File: src/rtl/clock_set_pkg.sv
// Shared types and constants for the time/date entry controller.
package clock_set_pkg;

  typedef enum logic [2:0] {
    IDLE    = 3'd0,
    E_HOUR  = 3'd1,
    E_MIN   = 3'd2,
    E_SEC   = 3'd3,
    E_DAY   = 3'd4,
    E_MONTH = 3'd5,
    E_YEAR  = 3'd6,
    COMMIT  = 3'd7
  } state_t;

  localparam logic [2:0] FLD_HOUR  = 3'd0;
  localparam logic [2:0] FLD_MIN   = 3'd1;
  localparam logic [2:0] FLD_SEC   = 3'd2;
  localparam logic [2:0] FLD_DAY   = 3'd3;
  localparam logic [2:0] FLD_MONTH = 3'd4;
  localparam logic [2:0] FLD_YEAR  = 3'd5;
  localparam logic [2:0] FLD_NONE  = 3'd7;

  localparam logic [4:0] HOUR_MAX  = 5'd23;
  localparam logic [5:0] MIN_MAX   = 6'd59;
  localparam logic [3:0] MONTH_MAX = 4'd12;

  localparam logic [4:0]  RST_HOUR  = 5'd0;
  localparam logic [5:0]  RST_MIN   = 6'd0;
  localparam logic [5:0]  RST_SEC   = 6'd0;
  localparam logic [4:0]  RST_DAY   = 5'd1;
  localparam logic [3:0]  RST_MONTH = 4'd1;
  localparam logic [13:0] RST_YEAR  = 14'd2024;

  // Gregorian leap rule; year 0 counts as leap (divisible by 400).
  function automatic logic is_leap(input logic [13:0] year);
    return (((year % 14'd4) == 14'd0) && ((year % 14'd100) != 14'd0)) ||
           ((year % 14'd400) == 14'd0);
  endfunction

endpackage

File: src/rtl/days_in_month_calc.sv
// Combinational days-in-month lookup for a (month, year) pair.
module days_in_month_calc
  import clock_set_pkg::*;
(
  input  logic [3:0]  month,
  input  logic [13:0] year,
  output logic [4:0]  dim
);

  // Month length table with February depending on the leap rule.
  always_comb begin
    dim = 5'd31;
    case (month)
      4'd2:                    dim = is_leap(year) ? 5'd29 : 5'd28;
      4'd4, 4'd6, 4'd9, 4'd11: dim = 5'd30;
      default:                 dim = 5'd31;
    endcase
  end

endmodule

File: src/rtl/clock_set_ctrl.sv
// Edit-session controller: preloads a shadow date/time from the live
// counter, lets the user step each field with wrap-around, and finishes
// with a one-cycle load pulse. Blink outputs drive the display mux.
module clock_set_ctrl
  import clock_set_pkg::*;
#(
  parameter int BLINK_DIV = 8,
  parameter int YEAR_MAX  = 9999
) (
  input  logic        clk,
  input  logic        rst_n,
  input  logic        btn_mode,
  input  logic        btn_inc,
  input  logic        btn_dec,
  input  logic        btn_cancel,
  input  logic [4:0]  cur_hour,
  input  logic [5:0]  cur_min,
  input  logic [5:0]  cur_sec,
  input  logic [4:0]  cur_day,
  input  logic [3:0]  cur_month,
  input  logic [13:0] cur_year,
  output logic [4:0]  set_hour,
  output logic [5:0]  set_min,
  output logic [5:0]  set_sec,
  output logic [4:0]  set_day,
  output logic [3:0]  set_month,
  output logic [13:0] set_year,
  output logic        load,
  output logic        editing,
  output logic [2:0]  field,
  output logic        field_blank
);

  localparam int              CNT_W    = $clog2(BLINK_DIV);
  localparam logic [CNT_W-1:0] CNT_LAST = CNT_W'(BLINK_DIV - 1);
  localparam logic [13:0]     YEAR_TOP = 14'(YEAR_MAX);

  // Step a value by one inside [lo, hi], wrapping at both ends.
  function automatic logic [13:0] step_wrap(input logic [13:0] v,
                                            input logic [13:0] lo,
                                            input logic [13:0] hi,
                                            input logic        up);
    if (up) return (v >= hi) ? lo : v + 14'd1;
    else    return (v <= lo) ? hi : v - 14'd1;
  endfunction

  // Force a day into 1..dim.
  function automatic logic [4:0] clamp_day(input logic [4:0] d,
                                           input logic [4:0] dim);
    if (d == 5'd0) return 5'd1;
    if (d > dim)   return dim;
    return d;
  endfunction

  function automatic logic is_edit(input state_t s);
    return (s != IDLE) && (s != COMMIT);
  endfunction

  state_t           state, state_n;
  logic [3:0]       btn_p0, btn_p1;
  logic [3:0]       ev;
  logic             ev_mode, ev_inc, ev_dec, ev_cancel;
  logic             step_inc, step_dec;
  logic [3:0]       mon_cand;
  logic [13:0]      yr_cand;
  logic [4:0]       dim_cur, dim_nxt;
  logic [4:0]       hour_n, day_n;
  logic [5:0]       min_n, sec_n;
  logic [3:0]       month_n;
  logic [13:0]      year_n;
  logic             blink_clr;
  logic [CNT_W-1:0] blink_cnt;

  // Rising-edge events from the registered buttons {cancel, dec, inc, mode}.
  assign ev        = btn_p0 & ~btn_p1;
  assign ev_cancel = ev[3];
  assign ev_dec    = ev[2];
  assign ev_inc    = ev[1];
  assign ev_mode   = ev[0];
  assign step_inc  = ev_inc & ~ev_dec & ~ev_mode & ~ev_cancel;
  assign step_dec  = ev_dec & ~ev_inc & ~ev_mode & ~ev_cancel;

  days_in_month_calc u_dim_cur (
    .month (set_month),
    .year  (set_year),
    .dim   (dim_cur)
  );

  days_in_month_calc u_dim_nxt (
    .month (mon_cand),
    .year  (yr_cand),
    .dim   (dim_nxt)
  );

  // Month/year the shadow is about to take, so the day can be clamped in the same update.
  always_comb begin
    mon_cand = set_month;
    yr_cand  = set_year;
    case (state)
      IDLE: begin
        mon_cand = (cur_month == 4'd0 || cur_month > MONTH_MAX) ? 4'd1 : cur_month;
        yr_cand  = (cur_year > YEAR_TOP) ? 14'd0 : cur_year;
      end
      E_MONTH: begin
        if (step_inc || step_dec)
          mon_cand = 4'(step_wrap(14'(set_month), 14'd1, 14'(MONTH_MAX), step_inc));
      end
      E_YEAR: begin
        if (step_inc || step_dec)
          yr_cand = step_wrap(set_year, 14'd0, YEAR_TOP, step_inc);
      end
      default: ;
    endcase
  end

  // Next-state and shadow update; cancel beats mode beats inc/dec.
  always_comb begin
    state_n   = state;
    hour_n    = set_hour;
    min_n     = set_min;
    sec_n     = set_sec;
    day_n     = set_day;
    month_n   = set_month;
    year_n    = set_year;
    blink_clr = 1'b0;
    case (state)
      IDLE: begin
        if (ev_mode) begin
          state_n   = E_HOUR;
          hour_n    = (cur_hour > HOUR_MAX) ? 5'd0 : cur_hour;
          min_n     = (cur_min > MIN_MAX) ? 6'd0 : cur_min;
          sec_n     = (cur_sec > MIN_MAX) ? 6'd0 : cur_sec;
          month_n   = mon_cand;
          year_n    = yr_cand;
          day_n     = clamp_day(cur_day, dim_nxt);
          blink_clr = 1'b1;
        end
      end
      COMMIT: state_n = IDLE;
      default: begin
        if (ev_cancel) begin
          state_n = IDLE;
        end else if (ev_mode) begin
          blink_clr = 1'b1;
          case (state)
            E_HOUR:  state_n = E_MIN;
            E_MIN:   state_n = E_SEC;
            E_SEC:   state_n = E_DAY;
            E_DAY:   state_n = E_MONTH;
            E_MONTH: state_n = E_YEAR;
            default: state_n = COMMIT;
          endcase
        end else if (step_inc || step_dec) begin
          blink_clr = 1'b1;
          case (state)
            E_HOUR: hour_n = 5'(step_wrap(14'(set_hour), 14'd0, 14'(HOUR_MAX), step_inc));
            E_MIN:  min_n  = 6'(step_wrap(14'(set_min), 14'd0, 14'(MIN_MAX), step_inc));
            E_SEC:  sec_n  = 6'(step_wrap(14'(set_sec), 14'd0, 14'(MIN_MAX), step_inc));
            E_DAY:  day_n  = 5'(step_wrap(14'(set_day), 14'd1, 14'(dim_cur), step_inc));
            E_MONTH: begin
              month_n = mon_cand;
              day_n   = clamp_day(set_day, dim_nxt);
            end
            E_YEAR: begin
              year_n = yr_cand;
              day_n  = clamp_day(set_day, dim_nxt);
            end
            default: ;
          endcase
        end
      end
    endcase
  end

  // State, button history and shadow registers.
  always_ff @(posedge clk) begin
    if (!rst_n) begin
      state     <= IDLE;
      btn_p0    <= 4'd0;
      btn_p1    <= 4'd0;
      set_hour  <= RST_HOUR;
      set_min   <= RST_MIN;
      set_sec   <= RST_SEC;
      set_day   <= RST_DAY;
      set_month <= RST_MONTH;
      set_year  <= RST_YEAR;
    end else begin
      state     <= state_n;
      btn_p0    <= {btn_cancel, btn_dec, btn_inc, btn_mode};
      btn_p1    <= btn_p0;
      set_hour  <= hour_n;
      set_min   <= min_n;
      set_sec   <= sec_n;
      set_day   <= day_n;
      set_month <= month_n;
      set_year  <= year_n;
    end
  end

  // Blink timer: runs only while editing, restarts on any visible change.
  always_ff @(posedge clk) begin
    if (!rst_n || blink_clr || !is_edit(state_n)) begin
      blink_cnt   <= '0;
      field_blank <= 1'b0;
    end else if (blink_cnt == CNT_LAST) begin
      blink_cnt   <= '0;
      field_blank <= ~field_blank;
    end else begin
      blink_cnt   <= blink_cnt + 1'b1;
    end
  end

  // Status outputs decoded from the registered state.
  always_comb begin
    load    = (state == COMMIT);
    editing = is_edit(state);
    case (state)
      E_HOUR:  field = FLD_HOUR;
      E_MIN:   field = FLD_MIN;
      E_SEC:   field = FLD_SEC;
      E_DAY:   field = FLD_DAY;
      E_MONTH: field = FLD_MONTH;
      E_YEAR:  field = FLD_YEAR;
      default: field = FLD_NONE;
    endcase
  end

endmodule

File: config.mk
export PLATFORM = sky130hd
export DESIGN_NAME = clock_set_ctrl
export DESIGN_NICKNAME = d
export VERILOG_FILES = /design/src/rtl/clock_set_pkg.sv /design/src/rtl/days_in_month_calc.sv /design/src/rtl/clock_set_ctrl.sv
export SDC_FILE = /design/constraint.sdc
export NUM_CORES = 1
export LEC_CHECK = 0
export ABC_CLOCK_PERIOD_IN_PS = 16400
export BUFFER_PORTS_ARGS = -buffer_cell sky130_fd_sc_hd__buf_4
export CAP_MARGIN = 20
export CORE_ASPECT_RATIO = 0.5
export CORE_MARGIN = 2
export CORE_UTILIZATION = 45
export CTS_BUF_LIST = sky130_fd_sc_hd__clkbuf_8 sky130_fd_sc_hd__clkbuf_16
export DETAILED_ROUTE_END_ITERATION = 16
export PLACE_DENSITY_LB_ADDON = 0.12
export SLEW_MARGIN = 20
export SYNTH_ARGS = -nofsm -noshare
export SYNTH_HDL_FRONTEND = slang
export SYNTH_SLANG_ARGS = --single-unit
File: constraint.sdc
create_clock -name clk -period 16.4 [get_ports clk]
set_clock_uncertainty 0.2 [all_clocks]
set_input_delay 4.1 -clock clk [delete_from_list [all_inputs] [get_ports clk]]
set_output_delay 4.1 -clock clk [all_outputs]
set_load 0.05 [all_outputs]
==> impl_metrics.sql <==
INSERT INTO impl_metrics (metric_group, metric, value, unit) VALUES
('logic_synthesis', 'postSynthCellCount', '1234', ''),
('logic_synthesis', 'synth_async_sr_flop_share', '0', '%'),
('logic_synthesis', 'synth-seq-cells', '55', ''),
('cts', 'clkLatencyLatePin', '0.32', 'ns'),
('run', 'drv.max_cap_violation_count', '0', ''),
('place', 'globalplace.congestion', '0.932', ''),
('sta', 'grt_setup_unrepaired', 'no', ''),
('detailed_routing', 'drc_violations', '0', ''),
('hold_path', 'hold_depth', '1', ''),
('cts', 'cts_max_level', '2', ''),
('global_route', 'grt_start_max_net_pins', '52', ''),
('detailed_routing', 'first_iter_violations', '845', ''),
('layout', 'final_util', '51.5', '%'),
('worst_setup_path', 'worst_path_max_delay_cell', 'a21oi_1', ''),
('logic_synthesis', 'top_flip_flop_cell_by_instance_count_after_synthesis', 'dfxtp_1', ''),
('logic_synthesis', 'yosys.cell_types.count', '119', ''),
('sta', 'finalCritPeriodShare', '86.6', '%'),
('logic_synthesis', 'synthesis.area_per_instance', '7.06', 'um2'),
('detailed_routing', 'antenna_left', '0', ''),
('floorplanning', 'fp.dieW', '201', 'um'),
('cts', 'clock_tree.root_cell', 'clkbuf_16', ''),
('cts', 'worst_case_clock_buffer_depth', '2', ''),
('hold_path', 'hold-path-endpoint', 'blink_cnt[0]', ''),
('sta', 'hold_viol_final', '0', ''),
('global_route', 'grt_pass1_vias', '9175', ''),
('outcome', 'result_of_the_run', 'completed', ''),
('worst_setup_path', 'worstPathArrival', '14.25', 'ns'),
('place', 'detailed_place_hpwl', '21.6', 'mm'),
('global_route', 'initial_antenna_violation_count', '0', ''),
('detailed_routing', 'router_iterations_before_antenna_repair', '5', ''),
('worst_setup_path', 'worstPathMaxFanout', '14', ''),
('layout', 'multi_input_area', '7110', 'um2'),
('floorplanning', 'std_cell_rows', '35', ''),
('place', 'portBuffers', '91', ''),
('layout', 'layout.area.seq', '1100', 'um2'),
('layout', 'count_of_fill_cells_added_during_filler_insertion', '1891', ''),
('worst_setup_path', 'path_buf_inv', '1', ''),
('power', 'power.density_cell_area', '111', 'nW/um2'),
('power', 'ir_worst_vdd', '62.0', 'uV'),
('worst_setup_path', 'critical-path-top-delay-family', 'compound AO/OA/AOI/OAI gates', ''),
('detailed_routing', 'wirelength_routed', '29.1', 'mm'),
('logic_synthesis', 'synth_edf_count', '0', ''),
('detailed_routing', 'wire_per_inst', '19.1', 'um'),
('worst_setup_path', 'worstSetupPathType', 'input port to flop', ''),
('layout', 'diodes', '0', ''),
('cts', 'cts_buffers', '5', ''),
('global_route', 'combined_global_route_utilization_of_all_metal_layers', '27.9', '%'),
('global_route', 'wire_length_of_the_first_global_routing_pass', '47.4', 'mm'),
('floorplanning', 'initial_core_util', '46.6', '%'),
('worst_setup_path', 'critical_path.endpoint_type', 'flop', ''),
('layout', 'syn_to_final_growth', '10.5', '%'),
('worst_setup_path', 'startpoint_type', 'input port', ''),
('worst_setup_path', 'timing.critical_path.required', '16.44', 'ns'),
('cts', 'cts_resized', '0', ''),
('worst_setup_path', 'regToRegStartpoint', 'set_year[5]', ''),
('logic_synthesis', 'net_count_synth', '1308', ''),
('power', 'post-layout-total-power', '1.07', 'mW'),
('detailed_routing', 'detailroute.via_count', '10000', ''),
('sta', 'finalSetupTns', '0', 'ns'),
('cts', 'clkSinkCount', '55', ''),
('sta', 'timing.slew.headroom', '28.9', '%'),
('layout', 'ratio_of_cells_with_drive_above_1_in_the_final_layout', '14.9', '%'),
('floorplanning', 'top_level_ports', '92', ''),
('hold_path', 'worst_hold_launch', 'blink_cnt[0]', ''),
('cts', 'tritoncts', 'built', ''),
('cts', 'clk_pin_slew', '0.09', 'ns'),
('cts', 'post_cts_buffers', '0', ''),
('worst_setup_path', 'r2r_slack', '5.12', 'ns'),
('logic_synthesis', 'ys_warn_count', '0', ''),
('logic_synthesis', 'synth.cell_area', '8710', 'um2'),
('sta', 'tightestPinTransition', '1.06', 'ns');
[cells in the mapped netlist (all sizes together), types with 8 or more instances]
cell | count | share of area (%)
o21ai | 77 | 4.5
nand4 | 11 | 0.79
buf | 26 | 1.9
o211ai | 29 | 2.7
clkbuf | 59 | 2.5
ha | 28 | 4.0
xor2 | 8 | 0.80
o311ai | 9 | 0.91
mux2i | 14 | 1.7
nor3 | 46 | 2.9
nand3 | 50 | 2.9
a221o | 10 | 1.1
nand2 | 130 | 5.6
a221oi | 11 | 1.2
xnor2 | 21 | 2.3
o221ai | 8 | 0.80
nand2b | 14 | 1.0
nor4 | 24 | 2.2
a41oi | 8 | 1.0
dfxtp | 55 | 13
nor2 | 115 | 5.0
a21boi | 10 | 0.91
a211o | 9 | 0.91
o31ai | 17 | 1.6
and3 | 16 | 1.1
inv | 37 | 1.6
a21oi | 70 | 4.3
a211oi | 18 | 1.7
nor3b | 8 | 0.75
o22ai | 17 | 1.4
or3 | 13 | 0.99
a22oi | 11 | 1.0
a32oi | 12 | 1.3
or2 | 15 | 1.1
o21a | 9 | 0.78
o211a | 26 | 3.0
and2 | 32 | 2.3
nor2b | 14 | 1.0
a31oi | 18 | 1.3
[power breakdown]
| part | internal, mW | switching, mW | total (mW) | leakage [nW] |
|---|---|---|---|---|
| registers | 0.143 | 0.0202 | 0.163 | 0.451 |
| clock network | 0.0624 | 0.0609 | 0.123 | 0.0779 |
| logic | 0.299 | 0.486 | 0.786 | 3.32 |
[worst max path at each step]
stage | to | slack [ns] | cells after the start
6_report | set_day[0] | 2.19 | 36
3_3_place_gp | set_day[0] | 2.57 | 36
5_1_grt | set_day[0] | 1.37 | 36
2_1_floorplan | set_day[0] | 4.19 | 38
4_1_cts | set_day[0] | 2.32 | 36
3_5_place_dp | set_day[0] | 2.03 | 35
[state kept, by name, indices dropped and copies added, names as in the netlist]
signal and flops:
set_year 14, set_min 6, set_sec 6, set_day 5
set_hour 5, btn_p0 4, btn_p1 4, set_month 4
blink_cnt 3, state 3, field_blank 1
[cells in the final DEF (no fill, tap or decap), types with 8 or more instances in the layout]
| master | instances |
|---|---|
| a221oi_1 | 10 |
| nor2b_1 | 14 |
| xnor2_1 | 19 |
| inv_1 | 37 |
| dfxtp_1 | 55 |
| nand3_1 | 49 |
| o21ai_1 | 8 |
| a31oi_1 | 18 |
| nor2_1 | 115 |
| o31ai_1 | 14 |
| nand4_1 | 11 |
| ha_1 | 28 |
| nand2_1 | 130 |
| xor2_1 | 8 |
| a21oi_1 | 66 |
| o311ai_0 | 8 |
| o221ai_1 | 8 |
| a22oi_1 | 10 |
| o21a_1 | 9 |
| or2_2 | 11 |
| nor4_1 | 18 |
| and3_1 | 16 |
| mux2i_1 | 13 |
| o21ai_0 | 68 |
| a32oi_1 | 11 |
| nor3_1 | 40 |
| o211a_1 | 26 |
| and2_1 | 31 |
| nand2b_1 | 14 |
| buf_4 | 105 |
| o22ai_1 | 16 |
| o211ai_1 | 27 |
| or3_1 | 12 |
| a211o_1 | 9 |
| a211oi_1 | 15 |
| a221o_1 | 10 |
[routing by layer]
| layer | up-vias | GRT usage, % | wire length [um] |
|---|---|---|---|
| li1 | 4839 | - | - |
| met1 | 4757 | 38.6 | 13600 |
| met2 | 396 | 45.2 | 12600 |
| met3 | 35 | 5.77 | 2550 |
| met4 | 0 | 6.10 | 382 |
| met5 | - | 0 | 0 |
[cell type report]
cell class	instances	share of cell area, %
multi-input cells	1056	73.9
repair buffers	105	8.19
flip-flops and latches	55	11.4
clock buffers	6	1.44
clock inverters	2	0.182
well taps	259	3.37
inverters	38	1.48
[cells by family (layout without fill, tap and decap cells)]
logic type / Yosys count / in the layout / share of synthesized area [%]
xor+xnor: 29 / 29 / 3.09
simple gates: 524 / 524 / 31.5
compound gates: 454 / 454 / 40.0
mux: 20 / 20 / 2.51
fa+ha+maj: 29 / 29 / 4.14
buf+inv: 123 / 151 / 6.03
flops: 55 / 55 / 12.6
[worst reg2reg max path, delay by kind of cell (launching register included)]
family,cells,cell delay [ns]
simple gates,10,2.70
buf+inv,1,0.21
flops,1,0.30
compound gates,19,5.64
fa+ha+maj,3,0.87
mux,3,1.31
[stage by stage]
step	hold WS, ns	std cells	instance area (um2)	setup slack, ns
finish	0.240	1521	9630	2.19
global route	0.269	1521	9630	1.37
floorplan	0.197	1234	8710	4.19
CTS	0.244	1521	9620	2.32
detailed placement	0.232	1513	9460	2.03
global placement	0.206	1513	9460	2.57
Power figures use the tool's default switching activity.
